$ cat src/rtl/control_unit_if.sv
// control_unit_if
//   Bundles the control strobes between the hardwired sequencer and DataPath.
//
//   Signal summary:
//     IR_op[4:0]   opcode field IR[31:27]                  (datapath -> sequencer)
//     CON_FF       branch condition flip-flop output       (datapath -> sequencer)
//     Bus sources:    PCout, Zlowout, Zhighout, HIout, LOout,
//                     MDRout, InPortout, Cout, BAout, Rout
//     Register loads: MARin, PCin, MDRin, IRin, Yin, HIin, LOin,
//                     OutPortin, CONin, Rin, Zin_high, Zin_low
//     Register-select field enables: Gra, Grb, Grc
//     PC increment and memory strobes: IncPC, Read, Write
//     operation[4:0]  ALU opcode
//     Run             high while executing, low after halt
//
//   Modports:
//     master  the sequencer (control_unit): drives the strobes
//     slave   the datapath: drives IR_op and CON_FF
interface control_unit_if;
    logic [4:0] IR_op;
    logic       CON_FF;

    logic       PCout;
    logic       Zlowout;
    logic       Zhighout;
    logic       HIout;
    logic       LOout;
    logic       MDRout;
    logic       InPortout;
    logic       Cout;
    logic       BAout;
    logic       Rout;

    logic       MARin;
    logic       PCin;
    logic       MDRin;
    logic       IRin;
    logic       Yin;
    logic       HIin;
    logic       LOin;
    logic       OutPortin;
    logic       CONin;
    logic       Rin;
    logic       Zin_high;
    logic       Zin_low;

    logic       Gra;
    logic       Grb;
    logic       Grc;

    logic       IncPC;
    logic       Read;
    logic       Write;

    logic [4:0] operation;
    logic       Run;

    modport master (
        input  IR_op, CON_FF,
        output PCout, Zlowout, Zhighout, HIout, LOout, MDRout, InPortout, Cout, BAout, Rout,
        output MARin, PCin, MDRin, IRin, Yin, HIin, LOin, OutPortin, CONin, Rin,
        output Zin_high, Zin_low,
        output Gra, Grb, Grc,
        output IncPC, Read, Write,
        output operation, Run
    );

    modport slave (
        output IR_op, CON_FF,
        input  PCout, Zlowout, Zhighout, HIout, LOout, MDRout, InPortout, Cout, BAout, Rout,
        input  MARin, PCin, MDRin, IRin, Yin, HIin, LOin, OutPortin, CONin, Rin,
        input  Zin_high, Zin_low,
        input  Gra, Grb, Grc,
        input  IncPC, Read, Write,
        input  operation, Run
    );
endinterface

$ cat src/rtl/control_unit.sv
// control_unit
//   Hardwired Moore control sequencer for the 32-bit bus datapath. Steps one
//   state per rising Clock edge through fetch (T0-T2), decode (T3) and
//   execute (T4-T7), driving every bus-source, register-load, ALU-operation
//   and memory strobe of the datapath.
//
//   Ports:
//     Clock      sole clock, rising edge
//     clear      asynchronous active-low reset
//     bus        control_unit_if.master: IR_op/CON_FF in, all strobes out
//     state_dbg  current FSM state encoding (observation only)
//
//   All strobes are decoded combinationally from the state register and
//   IR_op, so an asynchronous clear drops every strobe within the same cycle.
module control_unit (
    input  logic                  Clock,
    input  logic                  clear,
    control_unit_if.master        bus,
    output logic [3:0]            state_dbg
);

    typedef enum logic [3:0] {
        RST  = 4'd0,
        T0   = 4'd1,
        T1   = 4'd2,
        T2   = 4'd3,
        T3   = 4'd4,
        T4   = 4'd5,
        T5   = 4'd6,
        T6   = 4'd7,
        T7   = 4'd8,
        HALT = 4'd9
    } state_t;

    // Instruction groups that share a strobe sequence.
    typedef enum logic [3:0] {
        C_NOP,
        C_LDW,
        C_LDWI,
        C_STW,
        C_ALU_REG,
        C_ALU_IMM,
        C_UNARY,
        C_MULDIV,
        C_MFHI,
        C_MFLO,
        C_IN,
        C_OUT,
        C_JR,
        C_BRANCH,
        C_HALT
    } op_class_t;

    localparam logic [4:0] OP_LDW    = 5'b00000;
    localparam logic [4:0] OP_LDWI   = 5'b00001;
    localparam logic [4:0] OP_STW    = 5'b00010;
    localparam logic [4:0] OP_ADD    = 5'b00011;
    localparam logic [4:0] OP_SUB    = 5'b00100;
    localparam logic [4:0] OP_SHR    = 5'b00101;
    localparam logic [4:0] OP_SHL    = 5'b00110;
    localparam logic [4:0] OP_ROR    = 5'b00111;
    localparam logic [4:0] OP_ROL    = 5'b01000;
    localparam logic [4:0] OP_AND    = 5'b01001;
    localparam logic [4:0] OP_OR     = 5'b01010;
    localparam logic [4:0] OP_ADDI   = 5'b01011;
    localparam logic [4:0] OP_ANDI   = 5'b01100;
    localparam logic [4:0] OP_ORI    = 5'b01101;
    localparam logic [4:0] OP_MUL    = 5'b01110;
    localparam logic [4:0] OP_DIV    = 5'b01111;
    localparam logic [4:0] OP_NEG    = 5'b10000;
    localparam logic [4:0] OP_NOT    = 5'b10001;
    localparam logic [4:0] OP_BRANCH = 5'b10010;
    localparam logic [4:0] OP_JR     = 5'b10011;
    localparam logic [4:0] OP_IN     = 5'b10101;
    localparam logic [4:0] OP_OUT    = 5'b10110;
    localparam logic [4:0] OP_MFHI   = 5'b10111;
    localparam logic [4:0] OP_MFLO   = 5'b11000;
    localparam logic [4:0] OP_HALT   = 5'b11010;

    state_t    state;
    state_t    state_next;
    op_class_t op_class;

    // Local strobe copies; mapped onto the interface at the bottom.
    logic       pc_out, zlow_out, zhigh_out, hi_out, lo_out;
    logic       mdr_out, inport_out, c_out, ba_out, r_out;
    logic       mar_in, pc_in, mdr_in, ir_in, y_in;
    logic       hi_in, lo_in, outport_in, con_in, r_in;
    logic       z_in;
    logic       gra, grb, grc;
    logic       inc_pc, rd, wr;
    logic [4:0] alu_op;
    logic       run;

    // ------------------------------------------------------------------
    // Opcode classification. nop and every unassigned opcode fall into
    // C_NOP, which spends T3 idle and returns to fetch.
    // ------------------------------------------------------------------
    always_comb begin
        op_class = C_NOP;
        case (bus.IR_op)
            OP_LDW:    op_class = C_LDW;
            OP_LDWI:   op_class = C_LDWI;
            OP_STW:    op_class = C_STW;
            OP_ADD, OP_SUB, OP_SHR, OP_SHL,
            OP_ROR, OP_ROL, OP_AND, OP_OR:
                       op_class = C_ALU_REG;
            OP_ADDI, OP_ANDI, OP_ORI:
                       op_class = C_ALU_IMM;
            OP_NEG, OP_NOT:
                       op_class = C_UNARY;
            OP_MUL, OP_DIV:
                       op_class = C_MULDIV;
            OP_MFHI:   op_class = C_MFHI;
            OP_MFLO:   op_class = C_MFLO;
            OP_IN:     op_class = C_IN;
            OP_OUT:    op_class = C_OUT;
            OP_JR:     op_class = C_JR;
            OP_BRANCH: op_class = C_BRANCH;
            OP_HALT:   op_class = C_HALT;
            default:   op_class = C_NOP;
        endcase
    end

    // ------------------------------------------------------------------
    // State register
    // ------------------------------------------------------------------
    always_ff @(posedge Clock or negedge clear) begin
        if (!clear) begin
            state <= RST;
        end else begin
            state <= state_next;
        end
    end

    // ------------------------------------------------------------------
    // Next-state logic. The length of each instruction is set by where
    // its class leaves the T3..T7 chain back to T0.
    // ------------------------------------------------------------------
    always_comb begin
        state_next = state;
        case (state)
            RST: state_next = T0;
            T0:  state_next = T1;
            T1:  state_next = T2;
            T2:  state_next = T3;
            T3: begin
                case (op_class)
                    C_LDW, C_LDWI, C_STW, C_ALU_REG, C_ALU_IMM,
                    C_UNARY, C_MULDIV, C_BRANCH:
                        state_next = T4;
                    C_HALT:
                        state_next = HALT;
                    default:
                        state_next = T0;
                endcase
            end
            T4: begin
                case (op_class)
                    C_LDW, C_LDWI, C_STW, C_ALU_REG, C_ALU_IMM,
                    C_MULDIV, C_BRANCH:
                        state_next = T5;
                    default:
                        state_next = T0;
                endcase
            end
            T5: begin
                case (op_class)
                    C_LDW, C_STW, C_MULDIV, C_BRANCH:
                        state_next = T6;
                    default:
                        state_next = T0;
                endcase
            end
            T6: begin
                case (op_class)
                    C_LDW, C_STW: state_next = T7;
                    default:      state_next = T0;
                endcase
            end
            T7:      state_next = T0;
            HALT:    state_next = HALT;
            default: state_next = RST;
        endcase
    end

    // ------------------------------------------------------------------
    // Moore output decode
    // ------------------------------------------------------------------
    always_comb begin
        pc_out     = 1'b0;
        zlow_out   = 1'b0;
        zhigh_out  = 1'b0;
        hi_out     = 1'b0;
        lo_out     = 1'b0;
        mdr_out    = 1'b0;
        inport_out = 1'b0;
        c_out      = 1'b0;
        ba_out     = 1'b0;
        r_out      = 1'b0;
        mar_in     = 1'b0;
        pc_in      = 1'b0;
        mdr_in     = 1'b0;
        ir_in      = 1'b0;
        y_in       = 1'b0;
        hi_in      = 1'b0;
        lo_in      = 1'b0;
        outport_in = 1'b0;
        con_in     = 1'b0;
        r_in       = 1'b0;
        z_in       = 1'b0;
        gra        = 1'b0;
        grb        = 1'b0;
        grc        = 1'b0;
        inc_pc     = 1'b0;
        rd         = 1'b0;
        wr         = 1'b0;
        alu_op     = OP_ADD;
        run        = 1'b1;

        case (state)
            RST: begin
                alu_op = 5'b00000;
            end
            T0: begin
                pc_out = 1'b1;
                mar_in = 1'b1;
                inc_pc = 1'b1;
                z_in   = 1'b1;
            end
            T1: begin
                zlow_out = 1'b1;
                pc_in    = 1'b1;
                rd       = 1'b1;
                mdr_in   = 1'b1;
            end
            T2: begin
                mdr_out = 1'b1;
                ir_in   = 1'b1;
            end
            T3: begin
                case (op_class)
                    C_LDW, C_LDWI, C_STW: begin
                        // Base register through BAout so R0 reads as zero.
                        grb    = 1'b1;
                        ba_out = 1'b1;
                        y_in   = 1'b1;
                    end
                    C_ALU_REG, C_ALU_IMM: begin
                        grb   = 1'b1;
                        r_out = 1'b1;
                        y_in  = 1'b1;
                    end
                    C_UNARY: begin
                        grb    = 1'b1;
                        r_out  = 1'b1;
                        z_in   = 1'b1;
                        alu_op = bus.IR_op;
                    end
                    C_MULDIV: begin
                        gra   = 1'b1;
                        r_out = 1'b1;
                        y_in  = 1'b1;
                    end
                    C_MFHI: begin
                        hi_out = 1'b1;
                        gra    = 1'b1;
                        r_in   = 1'b1;
                    end
                    C_MFLO: begin
                        lo_out = 1'b1;
                        gra    = 1'b1;
                        r_in   = 1'b1;
                    end
                    C_IN: begin
                        inport_out = 1'b1;
                        gra        = 1'b1;
                        r_in       = 1'b1;
                    end
                    C_OUT: begin
                        gra        = 1'b1;
                        r_out      = 1'b1;
                        outport_in = 1'b1;
                    end
                    C_JR: begin
                        gra   = 1'b1;
                        r_out = 1'b1;
                        pc_in = 1'b1;
                    end
                    C_BRANCH: begin
                        gra    = 1'b1;
                        r_out  = 1'b1;
                        con_in = 1'b1;
                    end
                    default: begin
                        // nop, halt and unassigned opcodes idle here.
                    end
                endcase
            end
            T4: begin
                case (op_class)
                    C_LDW, C_LDWI, C_STW: begin
                        c_out = 1'b1;
                        z_in  = 1'b1;
                    end
                    C_ALU_REG: begin
                        grc    = 1'b1;
                        r_out  = 1'b1;
                        z_in   = 1'b1;
                        alu_op = bus.IR_op;
                    end
                    C_ALU_IMM: begin
                        c_out  = 1'b1;
                        z_in   = 1'b1;
                        alu_op = bus.IR_op;
                    end
                    C_UNARY: begin
                        zlow_out = 1'b1;
                        gra      = 1'b1;
                        r_in     = 1'b1;
                    end
                    C_MULDIV: begin
                        grb    = 1'b1;
                        r_out  = 1'b1;
                        z_in   = 1'b1;
                        alu_op = bus.IR_op;
                    end
                    C_BRANCH: begin
                        pc_out = 1'b1;
                        y_in   = 1'b1;
                    end
                    default: begin
                    end
                endcase
            end
            T5: begin
                case (op_class)
                    C_LDW, C_STW: begin
                        zlow_out = 1'b1;
                        mar_in   = 1'b1;
                    end
                    C_LDWI, C_ALU_REG, C_ALU_IMM: begin
                        zlow_out = 1'b1;
                        gra      = 1'b1;
                        r_in     = 1'b1;
                    end
                    C_MULDIV: begin
                        zlow_out = 1'b1;
                        lo_in    = 1'b1;
                    end
                    C_BRANCH: begin
                        c_out = 1'b1;
                        z_in  = 1'b1;
                    end
                    default: begin
                    end
                endcase
            end
            T6: begin
                case (op_class)
                    C_LDW: begin
                        rd     = 1'b1;
                        mdr_in = 1'b1;
                    end
                    C_STW: begin
                        // MDR loads from the bus (Read low) ready for the write.
                        gra    = 1'b1;
                        r_out  = 1'b1;
                        mdr_in = 1'b1;
                    end
                    C_MULDIV: begin
                        zhigh_out = 1'b1;
                        hi_in     = 1'b1;
                    end
                    C_BRANCH: begin
                        // CON_FF was loaded at the end of T3 and is stable here.
                        zlow_out = 1'b1;
                        pc_in    = bus.CON_FF;
                    end
                    default: begin
                    end
                endcase
            end
            T7: begin
                case (op_class)
                    C_LDW: begin
                        mdr_out = 1'b1;
                        gra     = 1'b1;
                        r_in    = 1'b1;
                    end
                    C_STW: begin
                        wr = 1'b1;
                    end
                    default: begin
                    end
                endcase
            end
            HALT: begin
                alu_op = 5'b00000;
                run    = 1'b0;
            end
            default: begin
                alu_op = 5'b00000;
            end
        endcase
    end

    // ------------------------------------------------------------------
    // Drive the interface
    // ------------------------------------------------------------------
    assign bus.PCout     = pc_out;
    assign bus.Zlowout   = zlow_out;
    assign bus.Zhighout  = zhigh_out;
    assign bus.HIout     = hi_out;
    assign bus.LOout     = lo_out;
    assign bus.MDRout    = mdr_out;
    assign bus.InPortout = inport_out;
    assign bus.Cout      = c_out;
    assign bus.BAout     = ba_out;
    assign bus.Rout      = r_out;

    assign bus.MARin     = mar_in;
    assign bus.PCin      = pc_in;
    assign bus.MDRin     = mdr_in;
    assign bus.IRin      = ir_in;
    assign bus.Yin       = y_in;
    assign bus.HIin      = hi_in;
    assign bus.LOin      = lo_in;
    assign bus.OutPortin = outport_in;
    assign bus.CONin     = con_in;
    assign bus.Rin       = r_in;
    assign bus.Zin_high  = z_in;
    assign bus.Zin_low   = z_in;

    assign bus.Gra       = gra;
    assign bus.Grb       = grb;
    assign bus.Grc       = grc;

    assign bus.IncPC     = inc_pc;
    assign bus.Read      = rd;
    assign bus.Write     = wr;

    assign bus.operation = alu_op;
    assign bus.Run       = run;

    assign state_dbg     = state;

endmodule
$ cat src/flat_wrapper.sv
// flat-port wrapper written by rule: the top's interface ports become plain ports
module control_unit_flat 
  (Clock, clear, state_dbg, bus_IR_op, bus_CON_FF, bus_PCout, bus_Zlowout, bus_Zhighout, bus_HIout, bus_LOout, bus_MDRout, bus_InPortout, bus_Cout, bus_BAout, bus_Rout, bus_MARin, bus_PCin, bus_MDRin, bus_IRin, bus_Yin, bus_HIin, bus_LOin, bus_OutPortin, bus_CONin, bus_Rin, bus_Zin_high, bus_Zin_low, bus_Gra, bus_Grb, bus_Grc, bus_IncPC, bus_Read, bus_Write, bus_operation, bus_Run);
  control_unit_if bus_i ();
  input  logic Clock;
  input  logic clear;
  output logic [3:0] state_dbg;
  input wire logic [$bits(bus_i.IR_op)-1:0] bus_IR_op;
  input wire logic [$bits(bus_i.CON_FF)-1:0] bus_CON_FF;
  output wire logic [$bits(bus_i.PCout)-1:0] bus_PCout;
  output wire logic [$bits(bus_i.Zlowout)-1:0] bus_Zlowout;
  output wire logic [$bits(bus_i.Zhighout)-1:0] bus_Zhighout;
  output wire logic [$bits(bus_i.HIout)-1:0] bus_HIout;
  output wire logic [$bits(bus_i.LOout)-1:0] bus_LOout;
  output wire logic [$bits(bus_i.MDRout)-1:0] bus_MDRout;
  output wire logic [$bits(bus_i.InPortout)-1:0] bus_InPortout;
  output wire logic [$bits(bus_i.Cout)-1:0] bus_Cout;
  output wire logic [$bits(bus_i.BAout)-1:0] bus_BAout;
  output wire logic [$bits(bus_i.Rout)-1:0] bus_Rout;
  output wire logic [$bits(bus_i.MARin)-1:0] bus_MARin;
  output wire logic [$bits(bus_i.PCin)-1:0] bus_PCin;
  output wire logic [$bits(bus_i.MDRin)-1:0] bus_MDRin;
  output wire logic [$bits(bus_i.IRin)-1:0] bus_IRin;
  output wire logic [$bits(bus_i.Yin)-1:0] bus_Yin;
  output wire logic [$bits(bus_i.HIin)-1:0] bus_HIin;
  output wire logic [$bits(bus_i.LOin)-1:0] bus_LOin;
  output wire logic [$bits(bus_i.OutPortin)-1:0] bus_OutPortin;
  output wire logic [$bits(bus_i.CONin)-1:0] bus_CONin;
  output wire logic [$bits(bus_i.Rin)-1:0] bus_Rin;
  output wire logic [$bits(bus_i.Zin_high)-1:0] bus_Zin_high;
  output wire logic [$bits(bus_i.Zin_low)-1:0] bus_Zin_low;
  output wire logic [$bits(bus_i.Gra)-1:0] bus_Gra;
  output wire logic [$bits(bus_i.Grb)-1:0] bus_Grb;
  output wire logic [$bits(bus_i.Grc)-1:0] bus_Grc;
  output wire logic [$bits(bus_i.IncPC)-1:0] bus_IncPC;
  output wire logic [$bits(bus_i.Read)-1:0] bus_Read;
  output wire logic [$bits(bus_i.Write)-1:0] bus_Write;
  output wire logic [$bits(bus_i.operation)-1:0] bus_operation;
  output wire logic [$bits(bus_i.Run)-1:0] bus_Run;
  assign bus_i.IR_op = bus_IR_op;
  assign bus_i.CON_FF = bus_CON_FF;
  assign bus_PCout = bus_i.PCout;
  assign bus_Zlowout = bus_i.Zlowout;
  assign bus_Zhighout = bus_i.Zhighout;
  assign bus_HIout = bus_i.HIout;
  assign bus_LOout = bus_i.LOout;
  assign bus_MDRout = bus_i.MDRout;
  assign bus_InPortout = bus_i.InPortout;
  assign bus_Cout = bus_i.Cout;
  assign bus_BAout = bus_i.BAout;
  assign bus_Rout = bus_i.Rout;
  assign bus_MARin = bus_i.MARin;
  assign bus_PCin = bus_i.PCin;
  assign bus_MDRin = bus_i.MDRin;
  assign bus_IRin = bus_i.IRin;
  assign bus_Yin = bus_i.Yin;
  assign bus_HIin = bus_i.HIin;
  assign bus_LOin = bus_i.LOin;
  assign bus_OutPortin = bus_i.OutPortin;
  assign bus_CONin = bus_i.CONin;
  assign bus_Rin = bus_i.Rin;
  assign bus_Zin_high = bus_i.Zin_high;
  assign bus_Zin_low = bus_i.Zin_low;
  assign bus_Gra = bus_i.Gra;
  assign bus_Grb = bus_i.Grb;
  assign bus_Grc = bus_i.Grc;
  assign bus_IncPC = bus_i.IncPC;
  assign bus_Read = bus_i.Read;
  assign bus_Write = bus_i.Write;
  assign bus_operation = bus_i.operation;
  assign bus_Run = bus_i.Run;
  control_unit u_core (.Clock(Clock), .clear(clear), .bus(bus_i), .state_dbg(state_dbg));
endmodule
$ cat config.mk
export PLATFORM = sky130hd
export DESIGN_NAME = control_unit_flat
export DESIGN_NICKNAME = d
export VERILOG_FILES = /design/src/rtl/control_unit_if.sv /design/src/rtl/control_unit.sv /design/src/flat_wrapper.sv
export SDC_FILE = /design/constraint.sdc
export NUM_CORES = 1
export LEC_CHECK = 0
export BUFFER_PORTS_ARGS = -buffer_cell sky130_fd_sc_hd__buf_2
export CAP_MARGIN = 20
export CORE_AREA = 8 8 72 74
export DETAILED_ROUTE_END_ITERATION = 6
export DIE_AREA = 0 0 80 82
export PLACE_DENSITY = 0.56
export SLEW_MARGIN = 5
export SYNTH_ARGS = -nofsm -noshare
export SYNTH_HDL_FRONTEND = slang
export SYNTH_SLANG_ARGS = --single-unit
$ cat constraint.sdc
create_clock -name Clock -period 3.35 [get_ports Clock]
set_clock_uncertainty 0.15 [all_clocks]
set_input_delay 0.67 -clock Clock [delete_from_list [all_inputs] [get_ports Clock]]
set_output_delay 0.67 -clock Clock [all_outputs]
set_load 0.03 [all_outputs]
==> key figures <==
Final layout
  – Max FFs per register: 4
  – Proportion of layout cells with a drive suffix above 1: 49.2%
  – Ant diodes: 0
  – Number of nets in the layout: 259
  – Signed area change from the synthesized netlist to the final layout: 70.7%
  – Non-filler instance count after layout: 298
  – Post-layout utilization of the core: 47.7%

Setup path
  – Worst-path maximum fanout: 17
  – Kind of launch point of the worst setup path: input port
  – Required time at the worst-slack endpoint: 2530 ps
  – Critical path endpoint category: output port
  – Launch point of the worst reg-to-reg path: u_core.state_dbg[3]$_DFF_PN0_
  – Flop2flop setup slack: 1430 ps
  – CP Buf/Inv Count: 4
  – Critical R2R Capture: u_core.state_dbg[3]$_DFF_PN0_
  – Category of cells accounting for the largest share of critical-path delay: compound AO/OA/AOI/OAI gates
  – Arrival time of data at the critical path endpoint: 2450 ps
  – Critical-path top delay cell: sky130_fd_sc_hd__o311a_1
  – Cell chain of the critical path: clkbuf_4 > o21ai_0 > o311a_1 > o211ai_1 > buf_4 > buf_4 > nor2_1 > buf_2
  – Cell mode on critical path: sky130_fd_sc_hd__buf_4
  – FF-to-FF path depth: 7
  – CP Class: in -> out
  – Largest stage delay, worst path: 390 ps

Timing
  – Pins Over Slew Limit: 0
  – Slew Limit Headroom: 65.6%
  – Tcrit/Tclk final: 97.7%
  – Final setup violating endpoints: 0
  – Tightest Pin Transition: 517 ps
  – Final worst-path setup slack: 77.9 ps
  – Fmax: 306 MHz
  – Final Hold Vio Count: 0
  – Tightest hold margin: 104 ps
  – Final min period: 3270 ps

Drt
  – Total number of vias: 1593
  – Remaining antenna violation count: 0
  – DRC errors left: 0
  – DR iter-0 viols: 156
  – Via-to-Cell Ratio: 5.35
  – Top layer in use: met4
  – Post-Route WL: 4600 um
  – Routed wirelength normalized by instance count: 15.4 um
  – Met3 WL post-DR: 239 um
  – Total met2 wirelength after detailed routing: 2470 um
  – Count of TritonRoute iterations in the first routing pass: 4
  – Wire length on met1: 1880 um

Synth
  – Post-synth top area cell: sky130_fd_sc_hd__dfrtp_1
  – Share of synthesized area occupied by flip-flops and latches: 8.65%
  – Cell with the most instances after synthesis: sky130_fd_sc_hd__nand2_1
  – Leading cell types by count after synthesis: sky130_fd_sc_hd__nand2_1, sky130_fd_sc_hd__nor2_1, sky130_fd_sc_hd__o21ai_0
  – Post-Syn Instances: 172
  – Warning count from the yosys run: 0
  – Count of distinct cell types in the synthesized netlist: 52
  – Largest cells by area after synthesis: sky130_fd_sc_hd__dfrtp_1, sky130_fd_sc_hd__nand2_1, sky130_fd_sc_hd__nor2_1
  – Most common flop cell mapped by yosys: sky130_fd_sc_hd__dfrtp_1
  – Post-Syn Area: 0.00116 sq mm
  – Flop and latch count out of synthesis: 4
  – Net Count, Synth: 183
  – Avg Inst Size Synth: 6.73 sq um
  – Post-synth top area share: 8.65%
  – Number of flops mapped to enable cells by yosys: 0
  – Ys async rst share: 100%

CTS
  – CTS H-tree depth: 1
  – Number of clock buffers inserted by TritonCTS: 3
  – Clock sink count: 4
  – # hold bufs at CTS: 0
  – Worst-case clock buffer depth: 2
  – Skew-Pair Late Insertion Delay: 210 ps
  – Worst-path clk slew: 30 ps
  – Clock tree root buffer cell: sky130_fd_sc_hd__clkbuf_8
  – CTS tree: built

Floorplanning
  – Core region area: 0.00414 sq mm
  – Number of core rows: 24
  – Chip Width: 80 um
  – Starting Density: 27.9%
  – Die Outline Area: 0.00656 sq mm
  – Number of top-level design ports: 46
  – Die Ht: 82 um

Placement
  – Worst Setup Slack post-DPL: -90.1 ps
  – Final estimated routing congestion in global placement: 0.892
  – Final HPWL from detailed placement: 3650 um
  – Placed Cells: 291
  – Port Buffers: 45

Worst hold path
  – Path type of the worst min-delay path: in -> async

Pwr
  – Power density of the placed cells: 579 mW/mm^2
  – Worst IR drop on VDD: 0.222 mV
  – Total power: 1140 uW
  – Reported leakage power: 0.000924 uW

Global routing
  – Pin count of the biggest net entering global routing: 18
  – Tot GR Track Use: 13.7%
  – Wire length of the first global-routing pass: 7480 um
  – Initial antenna violation count: 0
  – Overflow left after global routing: 0
  – Via count of the first global-routing pass: 1603

Job
  – Number of violations of the max-capacitance limit: 0

Outcome
  – Run status: finished, final reports clean
-- cells in the final DEF, fill, tap and decap left out, types with 6 or more instances in the layout --
cell,synthesis,routed
sky130_fd_sc_hd__buf_6,3,10
sky130_fd_sc_hd__buf_4,3,42
sky130_fd_sc_hd__o21ai_0,11,8
sky130_fd_sc_hd__a21oi_1,8,7
sky130_fd_sc_hd__buf_2,5,30
sky130_fd_sc_hd__nor2b_1,8,6
sky130_fd_sc_hd__nor3_1,9,8
sky130_fd_sc_hd__nand3_1,8,7
sky130_fd_sc_hd__nand2_1,21,19
sky130_fd_sc_hd__nor2_1,20,20
-- report_power, final --
group          switching (uW)  internal (uW)
clock                    22.0           76.3
combinational             591            332
sequential               56.5           66.3
total                     670            474
-- metal layers --
metal	vias up	track usage [%]
met5	-	0
met4	0	2.55
met3	2	1.53
met2	50	25.9
met1	757	16.2
li1	784	-
-- final cells by class --
cell class | instances | area (sq um)
Timing Repair Buffer | 84 | 606
Clock buffer | 3 | 41.3
Multi-Input combinational cell | 149 | 1120
Sequential cell | 4 | 100
Tap cell | 52 | 65.1
Inverter | 6 | 40.0
Fill cell | 431 | 2170
-- per-stage QoR --
stage | cell area, sq um | setup TNS [ps]
floorplan | 1240 | -11.9
global placement | 1710 | -252
detailed placement | 1710 | -332
CTS | 1800 | -4.55
global route | 1980 | -139
finish | 1980 | 0
-- worst max-delay path by stage --
stage | startpoint | end | slack, ps | cells after the start
2_1_floorplan | bus_IR_op[0] | bus_Zin_low | -10 | 10
3_3_place_gp | bus_IR_op[0] | bus_Zin_low | -60 | 8
3_5_place_dp | bus_IR_op[0] | bus_Zin_low | -90 | 8
4_1_cts | bus_IR_op[0] | bus_Zin_low | -2 | 8
5_1_grt | bus_IR_op[2] | bus_Gra | -60 | 8
6_report | bus_IR_op[2] | bus_LOout | 80 | 8
-- cells by family after synthesis --
kind of cell | count (synthesis) | share of synthesized area, %
simple gates | 93 | 40.3
compound gates | 47 | 30.5
buf+inv | 19 | 9.62
flops | 4 | 8.65
xor+xnor | 3 | 2.92
mux | 3 | 4.76
fa+ha+maj | 3 | 3.24
-- what timing repair did --
action | in CTS | in global routing
setup endpoints to repair | 6 | 16
gates resized for setup | 12 | 47
setup buffers | 1 | 3
pin swaps | 0 | 8
(Power assumes the default switching activity.)
